===== src/rtl/rr_arb_pkg.sv =====
// rr_arb_pkg
//    Shared constants, state encoding and helpers for the 16-way round-robin
//    arbiter (rr_arbiter_16) and its winner picker (rr_pick).
package rr_arb_pkg;

   localparam int N     = 16;   // number of requesters
   localparam int IDX_W = 4;    // log2(N), width of an index / pointer

   typedef enum logic [0:0] {
      IDLE  = 1'b0,
      GRANT = 1'b1
   } state_t;

   // Index to one-hot conversion used for grant and exclusion masks.
   function automatic logic [N-1:0] onehot16(input logic [IDX_W-1:0] idx);
      onehot16 = {{(N-1){1'b0}}, 1'b1} << idx;
   endfunction

endpackage


===== src/rtl/rr_pick.sv =====
// rr_pick
//    Combinational round-robin winner search.
//    Ports:
//       req   [15:0]  request lines
//       ptr   [3:0]   index that has highest priority for this search
//       excl  [15:0]  requesters removed from consideration
//       found         a winner exists
//       idx   [3:0]   winner index (valid only when found=1)
//    The masked request vector is rotated so that bit ptr lands on bit 0,
//    the lowest set bit is located, and the position is rotated back.
module rr_pick
   import rr_arb_pkg::*;
(
   input  logic [N-1:0]     req,
   input  logic [IDX_W-1:0] ptr,
   input  logic [N-1:0]     excl,
   output logic             found,
   output logic [IDX_W-1:0] idx
);

   logic [N-1:0]     masked_s;
   logic [2*N-1:0]   dbl_s;
   logic [N-1:0]     rot_s;
   logic [IDX_W-1:0] pos_s;

   assign masked_s = req & ~excl;
   // Duplicating the vector turns the rotate-right into a plain shift.
   assign dbl_s    = {masked_s, masked_s} >> ptr;
   assign rot_s    = dbl_s[N-1:0];

   // Find-first-set on the rotated vector; scanning downward leaves the lowest hit.
   always_comb begin
      found = 1'b0;
      pos_s = {IDX_W{1'b0}};
      for (int i = N-1; i >= 0; i--) begin
         found = found | rot_s[i];
         pos_s = rot_s[i] ? IDX_W'(i) : pos_s;
      end
   end

   // Un-rotate: modulo-16 add wraps naturally in IDX_W bits.
   assign idx = pos_s + ptr;

endmodule


===== src/rtl/rr_arbiter_16.sv =====
// rr_arbiter_16
//    Registered 16-way round-robin arbiter feeding a 16-to-4 one-hot encoder.
//    Ports:
//       clk          rising-edge clock
//       rst          asynchronous active-high reset
//       req  [15:0]  level-sensitive request lines
//       rel          holder is done (the natural name "release" is a reserved
//                    word in SystemVerilog); ignored while idle
//       grant [15:0] registered one-hot grant, zero when idle
//       grant_valid  registered, equals |grant
//       ptr  [3:0]   round-robin start index (debug visibility)
//    A grant is held until rel=1 or the holder drops its request. At that edge
//    the pointer moves past the holder and the remaining requesters are
//    searched immediately, so back-to-back grants have no idle bubble.
module rr_arbiter_16
   import rr_arb_pkg::*;
(
   input  logic             clk,
   input  logic             rst,
   input  logic [N-1:0]     req,
   input  logic             rel,
   output logic [N-1:0]     grant,
   output logic             grant_valid,
   output logic [IDX_W-1:0] ptr
);

   state_t           state_r, state_s;
   logic [N-1:0]     grant_r, grant_s;
   logic             gv_r, gv_s;
   logic [IDX_W-1:0] ptr_r, ptr_s;
   logic [IDX_W-1:0] holder_r, holder_s;
   logic [IDX_W-1:0] holder_inc_s;
   logic [IDX_W-1:0] pick_ptr_s;
   logic [N-1:0]     excl_s;
   logic             end_s;
   logic             found_s;
   logic [IDX_W-1:0] pick_idx_s;

   // Explicit and implicit release collapse into one end-of-grant event.
   assign end_s        = (state_r == GRANT) && (rel || !req[holder_r]);
   assign holder_inc_s = holder_r + IDX_W'(1);
   // On end of grant, search from the updated pointer with the old holder masked.
   assign pick_ptr_s   = end_s ? holder_inc_s : ptr_r;
   assign excl_s       = end_s ? onehot16(holder_r) : {N{1'b0}};

   rr_pick u_pick (
      .req   (req),
      .ptr   (pick_ptr_s),
      .excl  (excl_s),
      .found (found_s),
      .idx   (pick_idx_s)
   );

   // Next-state, next-grant and pointer update.
   always_comb begin
      state_s  = state_r;
      grant_s  = grant_r;
      gv_s     = gv_r;
      ptr_s    = ptr_r;
      holder_s = holder_r;
      case (state_r)
         IDLE: begin
            if (found_s) begin
               state_s  = GRANT;
               grant_s  = onehot16(pick_idx_s);
               gv_s     = 1'b1;
               holder_s = pick_idx_s;
            end else begin
               state_s  = IDLE;
               grant_s  = {N{1'b0}};
               gv_s     = 1'b0;
            end
         end
         GRANT: begin
            if (end_s) begin
               ptr_s = holder_inc_s;
               if (found_s) begin
                  state_s  = GRANT;
                  grant_s  = onehot16(pick_idx_s);
                  gv_s     = 1'b1;
                  holder_s = pick_idx_s;
               end else begin
                  state_s  = IDLE;
                  grant_s  = {N{1'b0}};
                  gv_s     = 1'b0;
               end
            end else begin
               state_s = GRANT;
            end
         end
         default: begin
            state_s  = IDLE;
            grant_s  = {N{1'b0}};
            gv_s     = 1'b0;
            ptr_s    = {IDX_W{1'b0}};
            holder_s = {IDX_W{1'b0}};
         end
      endcase
   end

   // State, grant, pointer and holder registers.
   always_ff @(posedge clk or posedge rst) begin
      if (rst) begin
         state_r  <= IDLE;
         grant_r  <= {N{1'b0}};
         gv_r     <= 1'b0;
         ptr_r    <= {IDX_W{1'b0}};
         holder_r <= {IDX_W{1'b0}};
      end else begin
         state_r  <= state_s;
         grant_r  <= grant_s;
         gv_r     <= gv_s;
         ptr_r    <= ptr_s;
         holder_r <= holder_s;
      end
   end

   assign grant       = grant_r;
   assign grant_valid = gv_r;
   assign ptr         = ptr_r;

endmodule


===== config.mk =====
export PLATFORM = sky130hd
export DESIGN_NAME = rr_arbiter_16
export DESIGN_NICKNAME = d
export VERILOG_FILES = /design/src/rtl/rr_arb_pkg.sv /design/src/rtl/rr_pick.sv /design/src/rtl/rr_arbiter_16.sv
export SDC_FILE = /design/constraint.sdc
export NUM_CORES = 1
export LEC_CHECK = 0
export CORE_ASPECT_RATIO = 0.7
export CORE_UTILIZATION = 30
export DETAILED_ROUTE_END_ITERATION = 7
export PLACE_DENSITY = 0.53
export RECOVER_POWER = 25
export SYNTH_ARGS = -nofsm -noshare
export SYNTH_HDL_FRONTEND = slang
export SYNTH_SLANG_ARGS = --single-unit

===== constraint.sdc =====
create_clock -name clk -period 6.38 [get_ports clk]
set_input_delay 1.276 -clock clk [delete_from_list [all_inputs] [get_ports clk]]
set_output_delay 1.276 -clock clk [all_outputs]
set_load 0.005 [all_outputs]

After elaboration in Yosys (flattened, before gate mapping)
Cells that the tools add are included.
W data, S select, Z words.
{ "op_classes": {"addsub": 2, "n_lt_le_gt_ge": 1, "eq_ne": 1, "n_shift": 3, "n_mux": 31, "n_bitwise": 18, "reduce_logical": 3} }
{ "op_table": {"columns": ["cell", "count"], "rows": [
  ["$mux W4", 19],
  ["$mux W16", 3],
  ["$pmux W16 S2", 1],
  ["$shl A1 B4 Y16 const A", 2],
  ["$shr A32 B4 Y16", 1],
  ["$and A16 B16 Y16", 1],
  ["$not A16 Y16", 1],
  ["$or A1 B1 Y1", 15],
  ["$pmux W4 S2", 1],
  ["$lt A4 B5 Y1 const B", 1],
  ["$add A4 B1 Y4 const B", 1],
  ["$add A4 B4 Y4", 1],
  ["$bmux W1 S4", 1],
  ["$mux W1", 4],
  ["$pmux W1 S2", 2],
  ["$ne A2 B1 Y1 const B", 1],
  ["$logic_and A1 B1 Y1", 1],
  ["$logic_not A1 Y1", 1],
  ["$logic_or A1 B1 Y1", 1],
  ["$not A1 Y1", 1]
]} }
{ "totals": {"regBits": 26, "input_bits": 19, "out_inout_bits": 21, "word_cells": 64} }

Longest topological paths before layout
Gate-level depths: netlist (run 1).
{ "logic_depth": {"word_depth": 30, "ltp_mapped": 24, "ltp_nobuf": 19} }

Cells and area by module
A second synthesis (run 1) with hierarchy kept.
{ "unflattened": {"hier_cells": 313, "area_unflattened_um2": 3052.9} }
{ "modules_own_cells": {"columns": ["module", "n_inst", "cells_per_inst", "area_per_inst_um2"], "rows": [
  ["rr_arbiter_16", 1, 154, 1657.8],
  ["rr_pick", 1, 159, 1395.1]
]} }

Worst setup path before layout (run 1)
OpenSTA, ideal clock, no wires.
{ "synth_timing": {"path_type": "in2reg", "from": "input port req[13]", "to": "register holder_r[3]", "setup_time_ps": 123, "t_arrival_ps": 5400, "slack_ps": 857, "stages": 21, "n_path_buf": 3, "cell_sequence": "mux4_2 > nor2_2 > o32a_4 > buf_6 > a21oi_2 > buf_4 > nor3_1 > nor4_2 > nor4_2 > nand2b_1 > nand2_1 > a21boi_0 > o21ai_0 > a21oi_1 > ha_1 > a21o_1 > a21oi_1 > xnor2_1 > clkbuf_1 > or3b_2 > o221a_1"} }
{ "synth_between": {"elab_chain_cells": 29, "word_cells_on_any_way": 46} }
{ "synth_rtl": {"columns": ["element", "line", "rtl"], "rows": [
  ["start, declared", "rr_arbiter_16.sv:20", "input logic [N-1:0] req,"],
  ["$bmux W1 S4", "rr_arbiter_16.sv:40", "assign end_s = (state_r == GRANT) && (rel || !req[holder_r]);"],
  ["$mux W1 (not written as such)", "rr_arbiter_16.sv:40", null],
  ["$logic_not A1 Y1", "rr_arbiter_16.sv:40", null],
  ["$logic_or A1 B1 Y1", "rr_arbiter_16.sv:40", null],
  ["$logic_and A1 B1 Y1", "rr_arbiter_16.sv:40", null],
  ["$mux W16", "rr_arbiter_16.sv:44", "assign excl_s = end_s ? onehot16(holder_r) : {N{1'b0}};"],
  ["$not A16 Y16", "rr_pick.sv:26", "assign masked_s = req & ~excl;"],
  ["$and A16 B16 Y16", "rr_pick.sv:26", null],
  ["$shr A32 B4 Y16", "rr_pick.sv:28", "assign dbl_s = {masked_s, masked_s} >> ptr;"],
  ["$mux W4 (16 in a row)", "rr_pick.sv:37", "pos_s = rot_s[i] ? IDX_W'(i) : pos_s;"],
  ["$add A4 B4 Y4", "rr_pick.sv:42", "assign idx = pos_s + ptr;"],
  ["$mux W4", "rr_arbiter_16.sv:63, rr_arbiter_16.sv:77", null],
  ["$mux W4", "rr_arbiter_16.sv:75", "if (end_s) begin"],
  ["$pmux W4 S2", "rr_arbiter_16.sv:61", "case (state_r)"],
  ["end signal, assigned", "rr_arbiter_16.sv:108", "holder_r <= {IDX_W{1'b0}};"],
  ["end signal, assigned", "rr_arbiter_16.sv:114", "holder_r <= holder_s;"],
  ["end, declared", "rr_arbiter_16.sv:31", "logic [IDX_W-1:0] holder_r, holder_s;"]
]} }
Parallel ways exist; a longest one is shown, timed or not. The select of a mux whose other input is x is not followed.
A chain may end at the register's enable or synchronous reset.

Worst setup path after layout (run 1)
{ "layout_timing": {"from": "input port req[10]", "to": "register grant_r[10], in the netlist grant[10]"} }
{ "layout_between": {"elab_chain_cells": 30, "word_cells_on_any_way": 47} }
{ "layout_rtl": {"columns": ["element", "line", "rtl"], "rows": [
  ["$bmux W1 S4", "rr_arbiter_16.sv:40", null],
  ["$mux W1 (not written as such)", "rr_arbiter_16.sv:40", null],
  ["$logic_not A1 Y1", "rr_arbiter_16.sv:40", null],
  ["$logic_or A1 B1 Y1", "rr_arbiter_16.sv:40", null],
  ["$logic_and A1 B1 Y1", "rr_arbiter_16.sv:40", null],
  ["$mux W16", "rr_arbiter_16.sv:44", null],
  ["$not A16 Y16", "rr_pick.sv:26", null],
  ["$and A16 B16 Y16", "rr_pick.sv:26", null],
  ["$shr A32 B4 Y16", "rr_pick.sv:28", null],
  ["$mux W4 (16 in a row)", "rr_pick.sv:37", null],
  ["$add A4 B4 Y4 *", "rr_pick.sv:42", null],
  ["via pick_idx_s[1]", "rr_arbiter_16.sv:37", "logic [IDX_W-1:0] pick_idx_s;"],
  ["$shl A1 B4 Y16 *", "rr_arb_pkg.sv:16", "onehot16 = {{(N-1){1'b0}}, 1'b1} << idx;"],
  ["$mux W16 *", "rr_arbiter_16.sv:63, rr_arbiter_16.sv:77", null],
  ["$mux W16", "rr_arbiter_16.sv:75", null],
  ["$pmux W16 S2 *", "rr_arbiter_16.sv:61", null],
  ["end signal, assigned", "rr_arbiter_16.sv:105", "grant_r <= {N{1'b0}};"],
  ["end signal, assigned", "rr_arbiter_16.sv:111", "grant_r <= grant_s;"],
  ["end, declared", "rr_arbiter_16.sv:28", "logic [N-1:0] grant_r, grant_s;"]
]} }
Mark *: on every way through the listed nets, which the timed path passes. The rest lies on a longest branch. The select of a mux whose other input is x is not followed.

==> flow_summary_export.csv, run 1 <==
group,metric,value,unit
die,rows,31,
clock_tree,clkSinkCount,26,
layout,layout.nets,523,
clock_tree,cts_buffers,3,
layout,final_util,41.7,%
yosys,synthCells,406,
worst_setup_path,crit_path_end_kind,"register",
worst_setup_path,cp_cell_sequence,"clkdlybuf4s50_1 -> mux2_2 -> o22ai_1 -> o32a_4 -> a21oi_2 -> buf_4 -> nor4_2 -> o21ai_0 -> nand4_1 -> o21bai_1 -> mux2i_1 -> nor2_1 -> o221ai_1 -> and3_1 -> ha_1 -> fa_2 -> nor2b_2 -> nand3_1 -> or3_1 -> o211ai_1",
route,drcViolationCount,0,
worst_setup_path,arrival,6.28,ns
timing,fin_crit_sh,95.7,%
timing,relSlewSlack,31.9,%
timing,fmax,164,MHz
die,die_w,126,um
worst_setup_path,start_kind,"input port",
clock_tree,cts.clk_slew.worst_paths,0.07,ns
worst_setup_path,worstRegToRegCells,19,
route,wl,11700,um
yosys,ys.warnings.count,0,
clock_tree,cts-root-buf,"clkbuf_16",
grt,grt_pass1_vias,3496,
yosys,synthArstFlopShare,100,%
yosys,yosys.area.top_type,"dfrtp_1",
run_status,outcome,"finished clean",
timing,grt_setup_unrepaired,"false",
clock_tree,hold_buffers,0,
yosys,yosysTopAreaCellShare,20.1,%
yosys,synthMuxAreaShare,6.95,%
yosys,synth.area.top_cells,"dfrtp_1, o21ai_0, o31ai_2, a21oi_1, nand2_1",
place,dp_hpwl,9280,um
worst_setup_path,crit_type,"input port to register",
worst_setup_path,slowest_stage,"fa_2",
timing,fin_crit,6.10,ns
timing,worst_slew_pin_slew,1.02,ns
yosys,ys_seq_area_share,20.1,%
timing,fin_tns_setup,0,ns
worst_setup_path,path_max_fanout,12,
die,die_height,89.0,um
yosys,ys_ff_latch,26,
die,pin_count,40,
worst_setup_path,worstPathRequired,6.56,ns
timing,fin_skew,0.00180,ns
place,place_congestion,0.944,
worst_setup_path,cp.buffers_inverters,2,
grt,gr-total-overflow,0,
worst_hold_path,hold_path.class,"register to register",
yosys,synthXorXnorAreaFrac,1.08,%
clock_tree,cts_tree,"yes",
route,vias_per_cell,5.95,
grt,grt_max_degree,27,
worst_setup_path,crit_family,"simple AND/OR/NAND/NOR gates",
grt,antenna_found_initial,0,
yosys,synth_area,0.00324,sq mm
yosys,synth.avg_cell_area,7.98,sq um
route,num_vias,3721,
yosys,synth-adder-area-share,4.09,%
route,first_iter_violations,352,
grt,grt_pass1_wl,18800,um
grt,grt.total_usage,21.5,%
clock_tree,cts_buffer_depth,2,
route,drt_first_pass_iters,7,
layout,drive_above_1_share,27.4,%
die,design.core.area,0.0104,sq mm
worst_hold_path,min_path_cells,2,
worst_setup_path,cp.depth,20,
die,initial_core_util,31.1,%
yosys,synth-edff-count,0,
route,wire_per_inst,18.8,um
yosys,yosysUniqueCellTypes,72,
die,die-area,0.0112,sq mm
clock_tree,htreeDepth,1,
clock_tree,insertion_delay,0.26,ns
layout,antenna_cells,0,
route,drt.antenna.violating_nets,0,
timing,maxSlewViolCount,0,
yosys,synth_top_family_by_area,"compound AO/OA/AOI/OAI gates",
yosys,synth-simple-area-share,26.7,%
timing,finalSetupViolCount,0,
place,io_buffer_count,39,
timing,hold_viol_final,0,
layout,area_growth,34.3,%
yosys,synthesis.nets,435,
yosys,ys.flop_type,"dfrtp_1",
yosys,synth_compound_area_share,34.6,%
run,maxCapViolCount,0,
worst_setup_path,slowest_delay,0.61,ns
-- tightest hold or removal path, cell delays in order, from the launching register on --
cell     delay [ns]
dfrtp_1        0.34
nand2_1        0.06
o31ai_2        0.05
-- registers in the layout, indices dropped and copies added, names as in the netlist --
name / cells
grant_valid: 1
ptr: 4
state_r: 1
grant: 16
holder_r: 4
-- logic make-up after synthesis --
group	count (synthesis)
simple gates	155
fa+ha+maj	10
compound gates	154
flops	26
xor+xnor	4
mux	19
buf+inv	38
-- placed cells by master (no fill, tap or decap), types with 3 or more instances in the layout --
master,n
buf_4,67
or3_1,12
a31oi_1,3
inv_1,11
inv_2,3
dfrtp_1,26
mux2i_1,9
clkbuf_16,3
nand4_1,9
nor3_1,23
nor3_2,3
nand2b_1,14
a21o_1,8
o21ai_0,33
nand2_1,35
nor2_2,3
clkdlybuf4s50_1,38
nor4_1,4
o21ai_1,14
o211ai_1,12
mux2_2,6
a21oi_1,27
ha_1,9
nor4_2,5
o31ai_4,3
nand3_1,14
o31ai_1,5
o22ai_1,3
o31ai_2,11
nor2_1,15
-- Yosys cell counts (all sizes together), types with 5 or more instances --
library cell and instances:
mux2 8, buf 19, clkbuf 5, nor4 9, nand2 38, nor3 26, or3 12, nor2 19
nand2b 14, nand4 9, ha 9, a21oi 30, a211oi 6, o31ai 19, a21o 8, dfrtp 26
nand3 16, o21ai 48, inv 14, mux2i 9, o211ai 12
-- layout make-up --
class                      count  area (sq um)
timing repair buffer         107           913
inverter                      14          52.6
tap                          132           165
clock inverter                 1          30.0
sequential                    26           651
fill                        1056          6080
multi-input combinational    342          2470
clock buffer                   3          75.1
-- metal layers --
layer	up-vias	GRT usage [%]	part of all wire, %
met5	-	0	0
met4	0	4.49	2.0
met3	29	5.03	9.7
met2	193	31.4	41
met1	1769	31.8	48
li1	1730	-	-
-- metrics by stage --
step	cell area, sq um	hold slack (ns)	std cells	setup WS, ns
after global placement	4150	0.470	620	-0.0597
after detailed placement	4150	0.469	620	0.0275
after CTS	4260	0.486	624	0.259
after floorplan	3240	0.483	406	0.857
final	4350	0.480	625	0.276
after global routing	4350	0.525	625	0.0276
-- repair_timing --
action                                  4_1_cts  5_1_grt
resized for setup                             0       19
buffers inserted                              0        1
endpoints found under the setup margin        0       17
-- final timing paths --
check / from / end / slack (ns)
worst max-delay path: req[10] / grant[10]$_DFFE_PP0N_ / 0.28
worst min-delay path: grant[2]$_DFFE_PP0N_ / grant[2]$_DFFE_PP0N_ / 0.48
worst max register to register: holder_r[0]$_DFFE_PP0P_ / grant[10]$_DFFE_PP0N_ / 0.95
worst min register to register: grant[2]$_DFFE_PP0N_ / grant[2]$_DFFE_PP0N_ / 0.48
max in group asynchronous: rst / grant[8]$_DFFE_PP0N_ / 4.07
min in group asynchronous: rst / grant[11]$_DFFE_PP0N_ / 1.69
Power of run 1 is not shown: default switching activity piles up to over one toggle a cycle in this logic, so the estimate is an artifact.
==> run 2, diff against run 1 <==
--- a/config.mk
+++ b/config.mk
@@ -8,6 +8,7 @@
 export CORE_ASPECT_RATIO = 0.7
 export CORE_UTILIZATION = 30
 export DETAILED_ROUTE_END_ITERATION = 7
+export GPL_ROUTABILITY_DRIVEN = 0
 export PLACE_DENSITY = 0.53
 export RECOVER_POWER = 25
 export SYNTH_ARGS = -nofsm -noshare
==> flow_summary_export.csv, run 2 (synthesis gave the netlist of run 1 again) <==
group,metric,value,unit
layout,area_growth,33.0,%
layout,drive_above_1_share,27.4,%
die,initial_core_util,31.1,%
worst_setup_path,start_kind,"input port",
route,wl,11500,um
timing,worst_slew_pin_slew,0.975,ns
layout,final_util,41.3,%
clock_tree,hold_buffers,0,
timing,fin_crit,6.15,ns
grt,gr-total-overflow,0,
timing,finalWorstSetupSlack,0.235,ns
clock_tree,insertion_delay,0.26,ns
timing,grt_setup_unrepaired,"true",
layout,final_cell_mix,"buf_4, clkdlybuf4s50_1, nand2_1, o21ai_0",
grt,grt.total_usage,20.7,%
layout,nFillCells,1040,
clock_tree,cts_tree,"yes",
grt,antenna_found_initial,0,
layout,antenna_cells,0,
worst_setup_path,reg2reg_slack,0.94,ns
route,drcViolationCount,0,
layout,multi_input_area,0.00246,sq mm
place,io_buffer_count,39,
layout,seq_area,651,sq um
route,drt_first_pass_iters,5,
grt,grt_max_degree,27,
timing,fin_hold_ws,0.486,ns
die,design.core.area,0.0104,sq mm
run_status,outcome,"finished clean",
grt,grt_pass1_wl,18300,um
timing,maxSlewViolCount,0,
worst_setup_path,worstRegToRegCells,22,
clock_tree,cts_buffer_depth,2,
worst_setup_path,path_max_fanout,12,
layout,layout.nets,519,
clock_tree,clkSinkCount,26,
route,wire_per_inst,18.6,um
clock_tree,cts_buffers,3,
worst_hold_path,hold_path.class,"register to register",
die,pin_count,40,
die,die_height,89.0,um
worst_setup_path,cp-endpoint,"grant[11]$_DFFE_PP0N_",
timing,finalSetupViolCount,0,
worst_hold_path,min_path_cells,2,
die,die_w,126,um
clock_tree,cts-root-buf,"clkbuf_16",
layout,largest_reg_flops,16,
run,maxCapViolCount,0,
worst_setup_path,crit_path_end_kind,"register",
timing,fin_tns_setup,0,ns
die,rows,31,
worst_setup_path,reg2reg_from,"holder_r[0]$_DFFE_PP0P_",
grt,grt_pass1_vias,3408,
route,vias_per_cell,5.86,
route,drt.antenna.violating_nets,0,
clock_tree,cts.clk_slew.worst_paths,0.07,ns
die,die-area,0.0112,sq mm
place,dp_hpwl,9110,um
layout,layout_commonest_cell,"buf_4",
timing,relSlewSlack,35.0,%
route,first_iter_violations,271,
worst_setup_path,worstPathRequired,6.56,ns
timing,fin_skew,0.00158,ns
worst_setup_path,crit_path_start,"req[4]",
worst_setup_path,worst_r2r_endpoint,"grant[11]$_DFFE_PP0N_",
place,pre_cts_ws,0.0174,ns
route,num_vias,3638,
clock_tree,htreeDepth,1,
worst_setup_path,crit_type,"input port to register",
timing,fin_crit_sh,96.3,%
worst_setup_path,arrival,6.32,ns
timing,hold_viol_final,0,
timing,fmax,163,MHz
==> run 2: changes by cell type in the layout (fill, tap and decap cells not counted), sizes merged <==
cell / delta
dlygate4sd3: +1
clkdlybuf4s15: +1
buf: -5
clkdlybuf4s50: -1
==> run 2: worst min-delay path by stage <==
stage	from	to	slack (ns)
2_1_floorplan	grant[0]$_DFFE_PP0N_	grant[0]$_DFFE_PP0N_	0.48
3_5_place_dp	grant[2]$_DFFE_PP0N_	grant[2]$_DFFE_PP0N_	0.48
6_report	grant[2]$_DFFE_PP0N_	grant[2]$_DFFE_PP0N_	0.49
5_1_grt	grant[6]$_DFFE_PP0N_	grant[6]$_DFFE_PP0N_	0.52
4_1_cts	grant[2]$_DFFE_PP0N_	grant[2]$_DFFE_PP0N_	0.49
3_3_place_gp	grant[2]$_DFFE_PP0N_	grant[2]$_DFFE_PP0N_	0.47
==> run 2: critical path, stage by stage <==
cell and delay [ns]:
clkdlybuf4s50_1 0.47, mux4_2 0.49, nor2_2 0.16, o32ai_2 0.12, buf_4 0.19, nor3_1 0.13
buf_4 0.22, nor3_1 0.07, buf_4 0.16, o21ai_0 0.20, nand4_1 0.22, or3_1 0.42
o31a_1 0.14, a21o_1 0.19, a31oi_1 0.17, a21oi_1 0.11, buf_4 0.16, fa_1 0.46
xnor2_1 0.19, buf_4 0.16, nand4_1 0.16, or3_1 0.35, o211ai_1 0.09
==> run 2: stage by stage <==
| stage | area [sq um] | std cells |
|---|---|---|
| final | 4310 | 621 |
| after global routing | 4310 | 621 |
| after CTS | 4190 | 617 |
| after detailed placement | 4090 | 613 |
| after global placement | 4090 | 613 |
| after floorplan | 3240 | 406 |
==> run 2: layer usage <==
layer | global-route usage [%] | up-vias | routed length, um
met5 | 0 | - | 0
met4 | 2.30 | 0 | 75
met3 | 5.39 | 10 | 1180
met2 | 30.8 | 184 | 4790
met1 | 30.6 | 1733 | 5490
li1 | - | 1711 | -
==> run 2: area by class of cell <==
cell class / count / area share, %
multi-input cells: 342 / 57.1
repair buffers: 103 / 20.3
flip-flops and latches: 26 / 15.1
well taps: 132 / 3.83
clock buffers: 3 / 1.74
inverters: 14 / 1.22
clock inverters: 1 / 0.697
==> run 2: what timing repair did <==
item,4_1_cts,5_1_grt
setup endpoints to repair,0,17
hold endpoints to repair,0,0
resized for setup,0,18
setup buffers,0,3
Power of run 2 is left out for the same reason.
==> run 3, diff against run 2 <==
--- a/config.mk
+++ b/config.mk
@@ -5,11 +5,14 @@
 export SDC_FILE = /design/constraint.sdc
 export NUM_CORES = 1
 export LEC_CHECK = 0
+export CELL_PAD_IN_SITES_DETAIL_PLACEMENT = 1
+export CELL_PAD_IN_SITES_GLOBAL_PLACEMENT = 2
 export CORE_ASPECT_RATIO = 0.7
 export CORE_UTILIZATION = 30
+export CTS_BUF_LIST = sky130_fd_sc_hd__clkbuf_2
 export DETAILED_ROUTE_END_ITERATION = 7
 export GPL_ROUTABILITY_DRIVEN = 0
-export PLACE_DENSITY = 0.53
+export PLACE_DENSITY = 0.79
 export RECOVER_POWER = 25
 export SYNTH_ARGS = -nofsm -noshare
 export SYNTH_HDL_FRONTEND = slang
==> flow_summary_export.csv, run 3 (synthesis gave the netlist of run 1 again) <==
group,metric,value,unit
timing,fin_crit,6.19,ns
layout,layoutNonFillerInstCount,617,
timing,fin_skew,0.0109,ns
place,post-place-cells,613,
run_status,outcome,"finished clean",
grt,grt_max_degree,27,
worst_setup_path,cp.buffers_inverters,4,
clock_tree,cts_buffer_depth,2,
route,num_vias,3652,
grt,grt_pass1_vias,3708,
route,vias_per_cell,5.92,
worst_setup_path,worstRegToRegCells,20,
place,io_buffer_count,39,
timing,hold_viol_final,0,
die,pin_count,40,
layout,nFillCells,1261,
clock_tree,cts.clk_slew.worst_paths,0.26,ns
worst_setup_path,arrival,6.51,ns
route,drt.antenna.violating_nets,0,
worst_hold_path,hold_path.class,"register to register",
timing,fin_crit_sh,97.0,%
layout,area_growth,28.9,%
worst_setup_path,slowest_delay,0.51,ns
clock_tree,postCtsSetupRepairBufs,0,
die,die_height,89.0,um
layout,antenna_cells,0,
worst_hold_path,hp-start,"grant[0]$_DFFE_PP0N_",
die,design.core.area,0.0104,sq mm
worst_setup_path,slowest_stage,"o31ai_1",
worst_setup_path,worst_r2r_endpoint,"grant[9]$_DFFE_PP0N_",
clock_tree,insertion_delay,0.39,ns
worst_setup_path,crit_path_frequent_cell,"buf_4",
grt,grt.total_usage,23.1,%
clock_tree,cts-root-buf,"clkbuf_2",
route,first_iter_violations,271,
timing,worst_slew_pin_slew,1.03,ns
timing,grt_setup_unrepaired,"false",
place,pre_cts_ws,-0.116,ns
timing,finalWorstSetupSlack,0.192,ns
clock_tree,clkSinkCount,26,
clock_tree,hold_buffers,0,
layout,layout_commonest_cell,"buf_4",
layout,drive_above_1_share,25.4,%
grt,gr-total-overflow,0,
die,rows,31,
timing,fin_hold_ws,0.530,ns
layout,layout.nets,515,
clock_tree,htreeDepth,1,
timing,relSlewSlack,31.1,%
worst_setup_path,crit_family,"compound AO/OA/AOI/OAI gates",
timing,fmax,162,MHz
layout,largest_reg_flops,16,
die,initial_core_util,31.1,%
worst_setup_path,reg2reg_slack,0.74,ns
layout,seq_area,651,sq um
route,drt_first_pass_iters,5,
grt,grt_pass1_wl,20300,um
clock_tree,cts_tree,"yes",
route,wl,12500,um
layout,final_cell_mix,"buf_4, clkdlybuf4s50_1, nand2_1",
die,die-area,0.0112,sq mm
layout,multi_input_area,0.00240,sq mm
worst_setup_path,path_max_fanout,4,
clock_tree,cts-resized-gates,0,
worst_setup_path,cp_cell_sequence,"clkdlybuf4s50_1 -> mux4_2 -> nor2_1 -> o32ai_1 -> buf_4 -> o31ai_1 -> nor3_1 -> o21ai_0 -> nand4_1 -> or3_1 -> o31a_1 -> a21o_1 -> a31oi_1 -> a21oi_1 -> buf_4 -> fa_1 -> xnor2_1 -> buf_4 -> nand3_1 -> or3_1 -> o211ai_1",
worst_setup_path,start_kind,"input port",
run,maxCapViolCount,0,
clock_tree,cts_buffers,3,
route,drcViolationCount,0,
worst_hold_path,min_path_cells,2,
worst_setup_path,crit_path_end_kind,"register",
grt,antenna_found_initial,0,
route,wire_per_inst,20.3,um
worst_setup_path,worstPathRequired,6.71,ns
die,die_w,126,um
worst_setup_path,reg2reg_from,"holder_r[0]$_DFFE_PP0P_",
worst_setup_path,crit_type,"input port to register",
worst_hold_path,whs_endpoint,"grant[0]$_DFFE_PP0N_",
timing,maxSlewViolCount,0,
timing,finalSetupViolCount,0,
place,dp_hpwl,10200,um
-- run 3: changes by cell type in the layout (fill, tap and decap cells not counted), moves of 3 or more --
cell       change
buf_4          -5
clkbuf_16      -3
clkbuf_2       +3
o21ai_1        +3
o31ai_2        +3
-- run 3: worst max path at each step --
stage,startpoint,endpoint,slack [ns],cells after the start
2_1_floorplan,req[13],holder_r[3]$_DFFE_PP0P_,0.86,21
3_3_place_gp,req[4],grant[9]$_DFFE_PP0N_,-0.13,21
3_5_place_dp,req[4],grant[9]$_DFFE_PP0N_,-0.12,21
4_1_cts,req[4],grant[9]$_DFFE_PP0N_,0.29,21
5_1_grt,req[1],grant[9]$_DFFE_PP0N_,0.0002,20
6_report,req[0],grant[9]$_DFFE_PP0N_,0.19,21
-- run 3: per-layer routing --
layer / wire length (um) / vias to the layer above / global-route usage (%)
met5: 0 / - / 0
met4: 112 / 0 / 3.18
met3: 982 / 12 / 4.25
met2: 5170 / 146 / 34.7
met1: 6260 / 1799 / 34.7
li1: - / 1695 / -
-- run 3: metrics by stage --
step	area, sq um	TNS [ns]	util [%]
after CTS	4160	0	39.8
after floorplan	3240	0	-
after global routing	4180	0	40.1
final	4180	0	40.1
after global placement	4110	-0.586	39.4
after detailed placement	4110	-1.01	39.4
-- run 3: final cells by class --
| type | instances | share of cell area [%] |
|---|---|---|
| clock buffers | 3 | 0.359 |
| well taps | 132 | 3.95 |
| flip-flops and latches | 26 | 15.6 |
| multi-input cells | 342 | 57.4 |
| repair buffers | 99 | 20.7 |
| inverters | 14 | 1.26 |
| clock inverters | 1 | 0.719 |
-- run 3: worst reg2reg max path: cells and delay by family, from the launching register on --
family	cells	cell delay (ns)
and+or+nand+nor	6	1.49
muxes	1	0.58
AOI/OAI and AO/OA	8	1.56
adders and majority gates	1	0.44
xor gates and xnor gates	1	0.31
buffers and inverters	3	0.51
DFF	1	0.69
Power of run 3 is left out for the same reason.
